==> src/rtl/adder_mc_pkg.sv <==
// Shared definitions for the multi-cycle adder family: FSM state encodings and
// a constant-evaluable clog2 used to size slice counters.
package adder_mc_pkg;

    localparam logic [1:0] ST_IDLE = 2'd0;
    localparam logic [1:0] ST_RUN  = 2'd1;
    localparam logic [1:0] ST_DONE = 2'd2;

    function automatic int clog2(input int n);
        int r;
        r = 0;
        for (int i = 0; i < 31; i++) begin
            if ((1 << i) < n) begin
                r = i + 1;
            end
        end
        return r;
    endfunction

endpackage

==> src/rtl/adder_mc_slice.sv <==
// Combinational D-bit adder slice: sum, carry out of the top bit, and signed
// overflow (carry into top bit XOR carry out of top bit).
module adder_slice #(
    parameter int D = 4
) (
    input  logic [D-1:0] a,
    input  logic [D-1:0] b,
    input  logic         ci,
    output logic [D-1:0] s,
    output logic         co,
    output logic         ov
);

    logic [D:0] total;
    logic       carry_into_top;

    always_comb begin
        total          = {1'b0, a} + {1'b0, b} + {{D{1'b0}}, ci};
        s              = total[D-1:0];
        co             = total[D];
        // Sum bit = a ^ b ^ carry_in, so the carry into the top bit falls out directly
        carry_into_top = a[D-1] ^ b[D-1] ^ total[D-1];
        ov             = carry_into_top ^ total[D];
    end

endmodule

==> src/rtl/adder_mc.sv <==
// Multi-cycle W-bit adder/subtractor: one D-bit slice per clock, LSB first,
// with a registered carry between slices and a Start/Busy/Done handshake.
module adder_mc
    import adder_mc_pkg::*;
#(
    parameter int W = 16,
    parameter int D = 4
) (
    input  logic         Clk,
    input  logic         Rst,
    input  logic         Start,
    input  logic [W-1:0] A,
    input  logic [W-1:0] B,
    input  logic         Ci,
    input  logic         Sub,
    output logic         Busy,
    output logic         Done,
    output logic [W-1:0] S,
    output logic         Co,
    output logic         Ov
);

    localparam int N  = W / D;
    localparam int CW = (clog2(N) < 1) ? 1 : clog2(N);
    localparam logic [CW-1:0] CNT_LAST = CW'(N - 1);

    logic [1:0]    state_reg;
    logic [CW-1:0] cnt_reg;
    logic [W-1:0]  a_reg;
    logic [W-1:0]  b_reg;
    logic          carry_reg;
    logic [W-1:0]  sum_reg;
    logic [W-1:0]  s_reg;
    logic          co_reg;
    logic          ov_reg;

    logic [D-1:0]  a_slices [N];
    logic [D-1:0]  b_slices [N];
    logic [D-1:0]  a_cur;
    logic [D-1:0]  b_cur;
    logic [D-1:0]  slice_s;
    logic          slice_co;
    logic          slice_ov;
    logic [W-1:0]  sum_next;

    // The working sum with slice cnt replaced by the current slice result
    generate
        for (genvar gi = 0; gi < N; gi++) begin : g_slice
            assign a_slices[gi]          = a_reg[gi*D +: D];
            assign b_slices[gi]          = b_reg[gi*D +: D];
            assign sum_next[gi*D +: D]   = (cnt_reg == CW'(gi)) ? slice_s : sum_reg[gi*D +: D];
        end
    endgenerate

    always_comb begin
        a_cur = '0;
        b_cur = '0;
        for (int i = 0; i < N; i++) begin
            if (cnt_reg == CW'(i)) begin
                a_cur = a_slices[i];
                b_cur = b_slices[i];
            end
        end
    end

    adder_slice #(.D(D)) u_slice (
        .a  (a_cur),
        .b  (b_cur),
        .ci (carry_reg),
        .s  (slice_s),
        .co (slice_co),
        .ov (slice_ov)
    );

    always_ff @(posedge Clk) begin
        if (Rst) begin
            state_reg <= ST_IDLE;
            cnt_reg   <= '0;
            a_reg     <= '0;
            b_reg     <= '0;
            carry_reg <= 1'b0;
            sum_reg   <= '0;
            s_reg     <= '0;
            co_reg    <= 1'b0;
            ov_reg    <= 1'b0;
        end else begin
            case (state_reg)
                ST_RUN: begin
                    sum_reg   <= sum_next;
                    carry_reg <= slice_co;
                    if (cnt_reg == CNT_LAST) begin
                        s_reg     <= sum_next;
                        co_reg    <= slice_co;
                        ov_reg    <= slice_ov;
                        state_reg <= ST_DONE;
                    end else begin
                        cnt_reg <= cnt_reg + 1'b1;
                    end
                end
                default: begin
                    // IDLE and DONE both accept a new operation
                    if (Start) begin
                        a_reg     <= A;
                        b_reg     <= Sub ? ~B : B;
                        carry_reg <= Sub | Ci;
                        cnt_reg   <= '0;
                        state_reg <= ST_RUN;
                    end else begin
                        state_reg <= ST_IDLE;
                    end
                end
            endcase
        end
    end

    assign Busy = (state_reg == ST_RUN);
    assign Done = (state_reg == ST_DONE);
    assign S    = s_reg;
    assign Co   = co_reg;
    assign Ov   = ov_reg;

endmodule
==> config.mk <==
export PLATFORM = sky130hd
export DESIGN_NAME = adder_mc
export DESIGN_NICKNAME = d
export VERILOG_FILES = /design/src/rtl/adder_mc_pkg.sv /design/src/rtl/adder_mc_slice.sv /design/src/rtl/adder_mc.sv
export SDC_FILE = /design/constraint.sdc
export NUM_CORES = 1
export LEC_CHECK = 0
export CAP_MARGIN = 10
export CORE_MARGIN = 5
export CORE_UTILIZATION = 49
export CTS_BUF_LIST = sky130_fd_sc_hd__clkbuf_2 sky130_fd_sc_hd__clkbuf_4 sky130_fd_sc_hd__clkbuf_8
export DETAILED_ROUTE_END_ITERATION = 8
export PLACE_DENSITY = 0.78
export REMOVE_ABC_BUFFERS = 1
export SLEW_MARGIN = 20
export SYNTH_ARGS = -nofsm -noshare
export SYNTH_HDL_FRONTEND = slang
export SYNTH_HIERARCHICAL = 1
export SYNTH_SLANG_ARGS = --single-unit
export TNS_END_PERCENT = 100
==> constraint.sdc <==
create_clock -name Clk -period 3.05 [get_ports Clk]
set_input_delay 0.61 -clock Clk [delete_from_list [all_inputs] [get_ports Clk]]
set_output_delay 0.61 -clock Clk [all_outputs]
set_load 0.1 [all_outputs]
* Yosys cells after proc, flatten, opt, wreduce, memory -nomap -nowiden *
Cells that the tools add are included.

storage, ports and cells
  bits of input ports = 37
  register bits after elaboration = 71
  output and inout bits = 20
  word-level logic and storage cells = 51

operators by class
  mux-type cells = 21
  reduce and logical (&&, ||, !) cells = 5
  eq/ne operators = 7
  add/sub/neg operators = 3
  bitwise gates (word level) = 6

operators by type and width
  cell                                                                   count
  4-bit two-way mux                                                      12
  16-bit two-way mux                                                     1
  16-bit inverter                                                        1
  2-bit two-way mux                                                      5
  2-bit equality test, second input constant                             3
  2-bit AND reduction                                                    3
  4-bit by 4-bit adder with 5-bit output                                 1
  5-bit by 1-bit adder with 5-bit output                                 1
  2-bit by 1-bit equality test with 1-bit output, second input constant  2
  1-bit two-way mux                                                      3
  1-bit XOR                                                              3
  2-bit by 1-bit adder with 2-bit output, second input constant          1
  2-bit logical NOT                                                      1
  2-bit by 1-bit != test with 1-bit output, second input constant        1
  2-bit != test, second input constant                                   1
  2-bit nonzero test                                                     1
  1-bit inverter                                                         1
  1-bit OR                                                               1

* Longest topological paths before layout *
  word-level depth = 9
  depth in mapped cells = 14
  mapped depth without buffers = 12

* Modules after synthesis *
Netlist, hierarchy kept.

by module, submodules not included
  module       cells an instance  area each (µm²)  times used  sequential area each (µm²)
  adder_mc     326                3125.5           1           1341.3
  adder_slice  18                 157.7            1           0.0

* Worst setup path before layout *
OpenSTA, ideal clock, no wires.

  path kind = flip-flop to flip-flop
  start point = reg cnt_reg[0]
  end point = reg s_reg[11], in the netlist S[11]
  arrival time = 2.769 ns
  setup time = 0.068 ns
  buffers on the path = 3
  required time = 2.982 ns
  path slack = 0.213 ns
  cell stages (with the launch flop) = 15
  clock period less this slack = 2.837 ns
  cells stage by stage = dfxtp_1 inv_1 ha_1 buf_4 nor2b_1 buf_2 a221oi_1 o31ai_1 fa_1 a21o_1 a21oi_2 xnor2_1 clkbuf_1 mux2i_1 o2bb2ai_2

on the way
  word-level cells in the longest chain between the ends = 8
  elaborated cells on any way between the ends = 16
  classes of those cells = 2 x add/sub; 3 x eq/ne; 9 x mux; 2 x reduce/logical

RTL lines
  element                                     line                  source
  start: declaration                          adder_mc.sv:28        logic [CW-1:0] cnt_reg;
  start signal: assignment                    adder_mc.sv:97        cnt_reg <= cnt_reg + 1'b1;
  2-bit logical NOT                           adder_mc.sv:59        if (cnt_reg == CW'(i)) begin
  4-bit two-way mux (3 in series)             adder_mc.sv:59
  4-bit two-way mux (*)                       adder_mc.sv:59
  net a_cur[0]                                adder_mc.sv:39        logic [D-1:0] a_cur;
  4-bit by 4-bit adder with 5-bit output (*)  adder_mc_slice.sv:18  total = {1'b0, a} + {1'b0, b} + {{D{1'b0}}, ci};
  5-bit by 1-bit adder with 5-bit output (*)  adder_mc_slice.sv:18
  net slice_s[3]                              adder_mc.sv:41        logic [D-1:0] slice_s;
  4-bit two-way mux (*)                       adder_mc.sv:51        assign sum_next[gi*D +: D] = (cnt_reg == CW'(gi)) ? slice_s : sum_reg[gi*D +: D];
  end signal: assignment                      adder_mc.sv:92        s_reg <= sum_next;
  end: declaration                            adder_mc.sv:33        logic [W-1:0] s_reg;

Mark *: on every way through the listed nets, which the timed path passes. The rest lies on a longest branch.
A chain may end at the register's enable or synchronous reset.

* Worst setup path after layout *
  start point = reg cnt_reg[1]
  end point = reg s_reg[3], in the netlist S[3]

The elaborated chain is that of the path after synthesis.

==> impl_metrics.json <==
{
  "yosys.area_share.xor_xnor_pct": 5.07,
  "layout-area-overhead-vs-synth_pct": 21.8,
  "initial_utilization_pct": 51.1,
  "power.share.switching_pct": 30.0,
  "switching_power_mw": 0.634,
  "crit_path_start_kind": "flip-flop",
  "p_seq_share_pct": 44.7,
  "placedCellCount": 452,
  "ys_seq_elements": 67,
  "floorplan.die_area_um2": 8440,
  "power.clock.fraction_pct": 35.7,
  "fp-row-count": 29,
  "dp_hpwl_um": 5010,
  "tns_ns": 0,
  "outcome": "finished, final reports clean",
  "overflow": 0,
  "cts_buffer_depth": 2,
  "clock_skew_ns": 0.0165,
  "grtUsageTotal_pct": 18.5,
  "final_common_cell": "sky130_fd_sc_hd__dfxtp_1",
  "route.vias.total": 2684,
  "cp-startpoint": "cnt_reg[1]",
  "cell_internal_pwr_mw": 1.47,
  "yosys.cell_types.count": 40,
  "synth_seq_area_share_pct": 40.9,
  "critPathBufInv": 2,
  "worstSetupEndpoint": "S[3]",
  "cts_inserted_buffers": 9,
  "unrepaired_setup_endpoints_after_global_routing": "no",
  "detail_route.wl_per_cell_um": 16.1,
  "placeableCoreArea_um2": 6420,
  "layout_min_cycle_time_ns": 2.82,
  "nets": 432,
  "worst-slew-pin-transition_ns": 0.645,
  "post_synth_edffs": 0,
  "worst_ir_drop_vdd_v": 0.000279,
  "syn_inst": 344,
  "worstPathArrival_ns": 3.10,
  "top_level_ports": 57,
  "tritoncts_clock_tree": "yes",
  "fp.dieW_um": 91.9,
  "postSynth.asyncResetShare_pct": 0,
  "post_cts_hold_buffer_count": 0,
  "number_of_antenna_violations_at_the_first_check_in_global_routing": 0,
  "drt_iter0_markers": 146,
  "synth-compound-area-share_pct": 27.5,
  "post-route-period-util_pct": 92.6,
  "cts_sinks": 67,
  "cellLeakagePower_nw": 1.46,
  "critical_path.cell_chain": "inv_1 > ha_1 > nor2b_1 > buf_4 > a221oi_1 > o31ai_2 > fa_1 > a21o_1 > a21oi_2 > xnor2_2 > mux2i_1 > o2bb2ai_2",
  "rr_startpoint": "cnt_reg[1]",
  "pin_count_of_the_biggest_net_entering_global_routing": 37,
  "clkTransAtPathRegs_ns": 0.07,
  "setup.worst_path.end_class": "flip-flop",
  "yosys.area_share.adder_pct": 3.89,
  "hold_violations": 0,
  "max_freq_mhz": 354,
  "layoutNonFillerInstCount": 468,
  "final_setup_vio_count": 0,
  "synthesis.yosys.warnings": 6,
  "synth.mux.area_fraction_pct": 3.66,
  "antennaDiodeCount": 0,
  "worst_ep_required_time_ns": 3.33,
  "post_synth_simple_gate_area_pct": 11.9,
  "worst_skew_pair.late_latency_ns": 0.36,
  "largest_family_of_logic_cells_by_synthesized_area": "compound AO/OA/AOI/OAI gates",
  "die_y_um": 91.9,
  "timing.slew.headroom_pct": 56.9,
  "power_share_of_the_combinational_group_pct": 19.6,
  "gp_congestion": 0.826,
  "ff2ff_path_depth": 12,
  "remaining_drc_errors": 0,
  "via_count_of_the_first_global_routing_pass": 2631,
  "drive_gt1_share_pct": 21.2,
  "synth_ff_type": "sky130_fd_sc_hd__dfxtp_1",
  "synth_area_um2": 3280,
  "report.final.slew_viol_count": 0,
  "worst-r2r-setup-slack_ns": 0.23,
  "synth_area_per_cell_um2": 9.54,
  "layout_common_cells": "sky130_fd_sc_hd__dfxtp_1, sky130_fd_sc_hd__a21oi_1, sky130_fd_sc_hd__clkdlybuf4s50_1",
  "worst_path_largest_cell_delay_ns": 0.46,
  "cap_violations": 0,
  "finalWirelength_um": 7530,
  "cts_root_buf": "sky130_fd_sc_hd__clkbuf_8",
  "htree_num_levels": 3,
  "grt_first_pass_wirelength_um": 12700,
  "min-delay-path-class": "reg -> reg",
  "port-buffer-count": 56,
  "dr.pass1.iters": 4,
  "p_per_area_nw_per_um2": 527,
  "cpMaxStageDelayCell": "sky130_fd_sc_hd__fa_1",
  "r2r_end": "S[3]",
  "vias_cell": 5.74,
  "timing_worst_setup_path_type": "reg -> reg",
  "cp_top_family": "compound AO/OA/AOI/OAI gates",
  "drtAntennaViolNets": 0,
  "critical_path_peak_fanout": 8,
  "path_depth": 12
}
## cell usage after synthesis (3+ instances only)
cell	number	area (um2)
sky130_fd_sc_hd__a211oi_1	6	45.0
sky130_fd_sc_hd__a211oi_2	10	125
sky130_fd_sc_hd__a21oi_1	45	225
sky130_fd_sc_hd__a221oi_1	8	70.1
sky130_fd_sc_hd__a22o_1	6	52.6
sky130_fd_sc_hd__buf_1	4	15.0
sky130_fd_sc_hd__buf_2	16	80.1
sky130_fd_sc_hd__buf_4	5	37.5
sky130_fd_sc_hd__buf_6	3	33.8
sky130_fd_sc_hd__clkbuf_1	7	26.3
sky130_fd_sc_hd__dfxtp_1	67	1340
sky130_fd_sc_hd__ha_1	7	87.6
sky130_fd_sc_hd__inv_1	6	22.5
sky130_fd_sc_hd__mux2i_1	12	120
sky130_fd_sc_hd__nand2_1	21	78.8
sky130_fd_sc_hd__nand2b_1	3	18.8
sky130_fd_sc_hd__nand3_1	28	140
sky130_fd_sc_hd__nand3b_1	3	22.5
sky130_fd_sc_hd__nor2_1	3	11.3
sky130_fd_sc_hd__nor2b_1	10	62.6
sky130_fd_sc_hd__o21ai_0	16	80.1
sky130_fd_sc_hd__o2bb2ai_2	10	150
sky130_fd_sc_hd__o31ai_1	9	67.6
sky130_fd_sc_hd__xnor2_1	19	166
## power by group through the flow
stage	Sequential, mW	Clock (mW)	Combinational (mW)
final	0.943	0.753	0.413
after floorplan	0.956	0	0.246
after CTS	0.943	0.759	0.405
after global placement	0.961	0	0.395
after global routing	0.948	0.810	0.453
after detailed placement	0.963	0	0.402
## per-layer routing
layer	share of wire [%]	global-route usage (%)	vias to the layer above
li1	-	-	1323
met1	45	23.8	1279
met2	48	30.4	79
met3	6.3	5.40	3
met4	0.61	5.32	0
met5	0	0	-
## layout make-up
type                    instances  area, um2
flip-flops and latches         67       1340
clock buffers                   9        124
clock inverters                 7       77.6
repair buffers                 67        601
well taps                      77       96.3
inverters                       9       36.3
multi-input cells             232       1720
fillers                       548       2420
## stage by stage
step	setup slack (ns)	instance area, um2	utilization (%)	power, mW	hold slack [ns]
after global routing	0.00945	4000	62.3	2.21	0.473
final	0.225	4000	62.3	2.11	0.454
after floorplan	0.0475	3080	-	1.20	0.430
after global placement	0.227	3780	58.9	1.36	0.441
after detailed placement	0.108	3780	58.9	1.36	0.446
after CTS	0.0703	3980	62.0	2.11	0.456
## logic make-up (layout without fill, tap and decap cells)
group           after synthesis  after routing
compound gates              119            119
xor+xnor                     19             19
fa+ha+maj                     9              9
buf+inv                      45             92
flops                        67             67
mux                          12             12
simple gates                 73             73
## worst min-delay path by stage
stage | from | end | cells past startpoint
finish | sum_reg[1] | sum_reg[1] | 2
global route | sum_reg[3] | sum_reg[3] | 2
CTS | sum_reg[1] | sum_reg[1] | 2
detailed placement | sum_reg[1] | sum_reg[1] | 2
global placement | sum_reg[6] | sum_reg[6] | 2
floorplan | sum_reg[0] | sum_reg[0] | 2
## what timing repair did
item | 4_1_cts | 5_1_grt
resized for setup | 0 | 5
endpoints found under the hold margin | 0 | 0
buffers inserted | 0 | 0
endpoints found under the setup margin | 0 | 14
## worst register-to-register path, cell delays in order (launching register included)
cell and delay (ns):
sky130_fd_sc_hd__dfxtp_1 0.36, sky130_fd_sc_hd__inv_1 0.09, sky130_fd_sc_hd__ha_1 0.19, sky130_fd_sc_hd__nor2b_1 0.13, sky130_fd_sc_hd__buf_4 0.16, sky130_fd_sc_hd__a221oi_1 0.31
sky130_fd_sc_hd__o31ai_2 0.13, sky130_fd_sc_hd__fa_1 0.46, sky130_fd_sc_hd__a21o_1 0.18, sky130_fd_sc_hd__a21oi_2 0.21, sky130_fd_sc_hd__xnor2_2 0.21, sky130_fd_sc_hd__mux2i_1 0.16
sky130_fd_sc_hd__o2bb2ai_2 0.16
No activity file was read; power rests on OpenSTA's default activity.
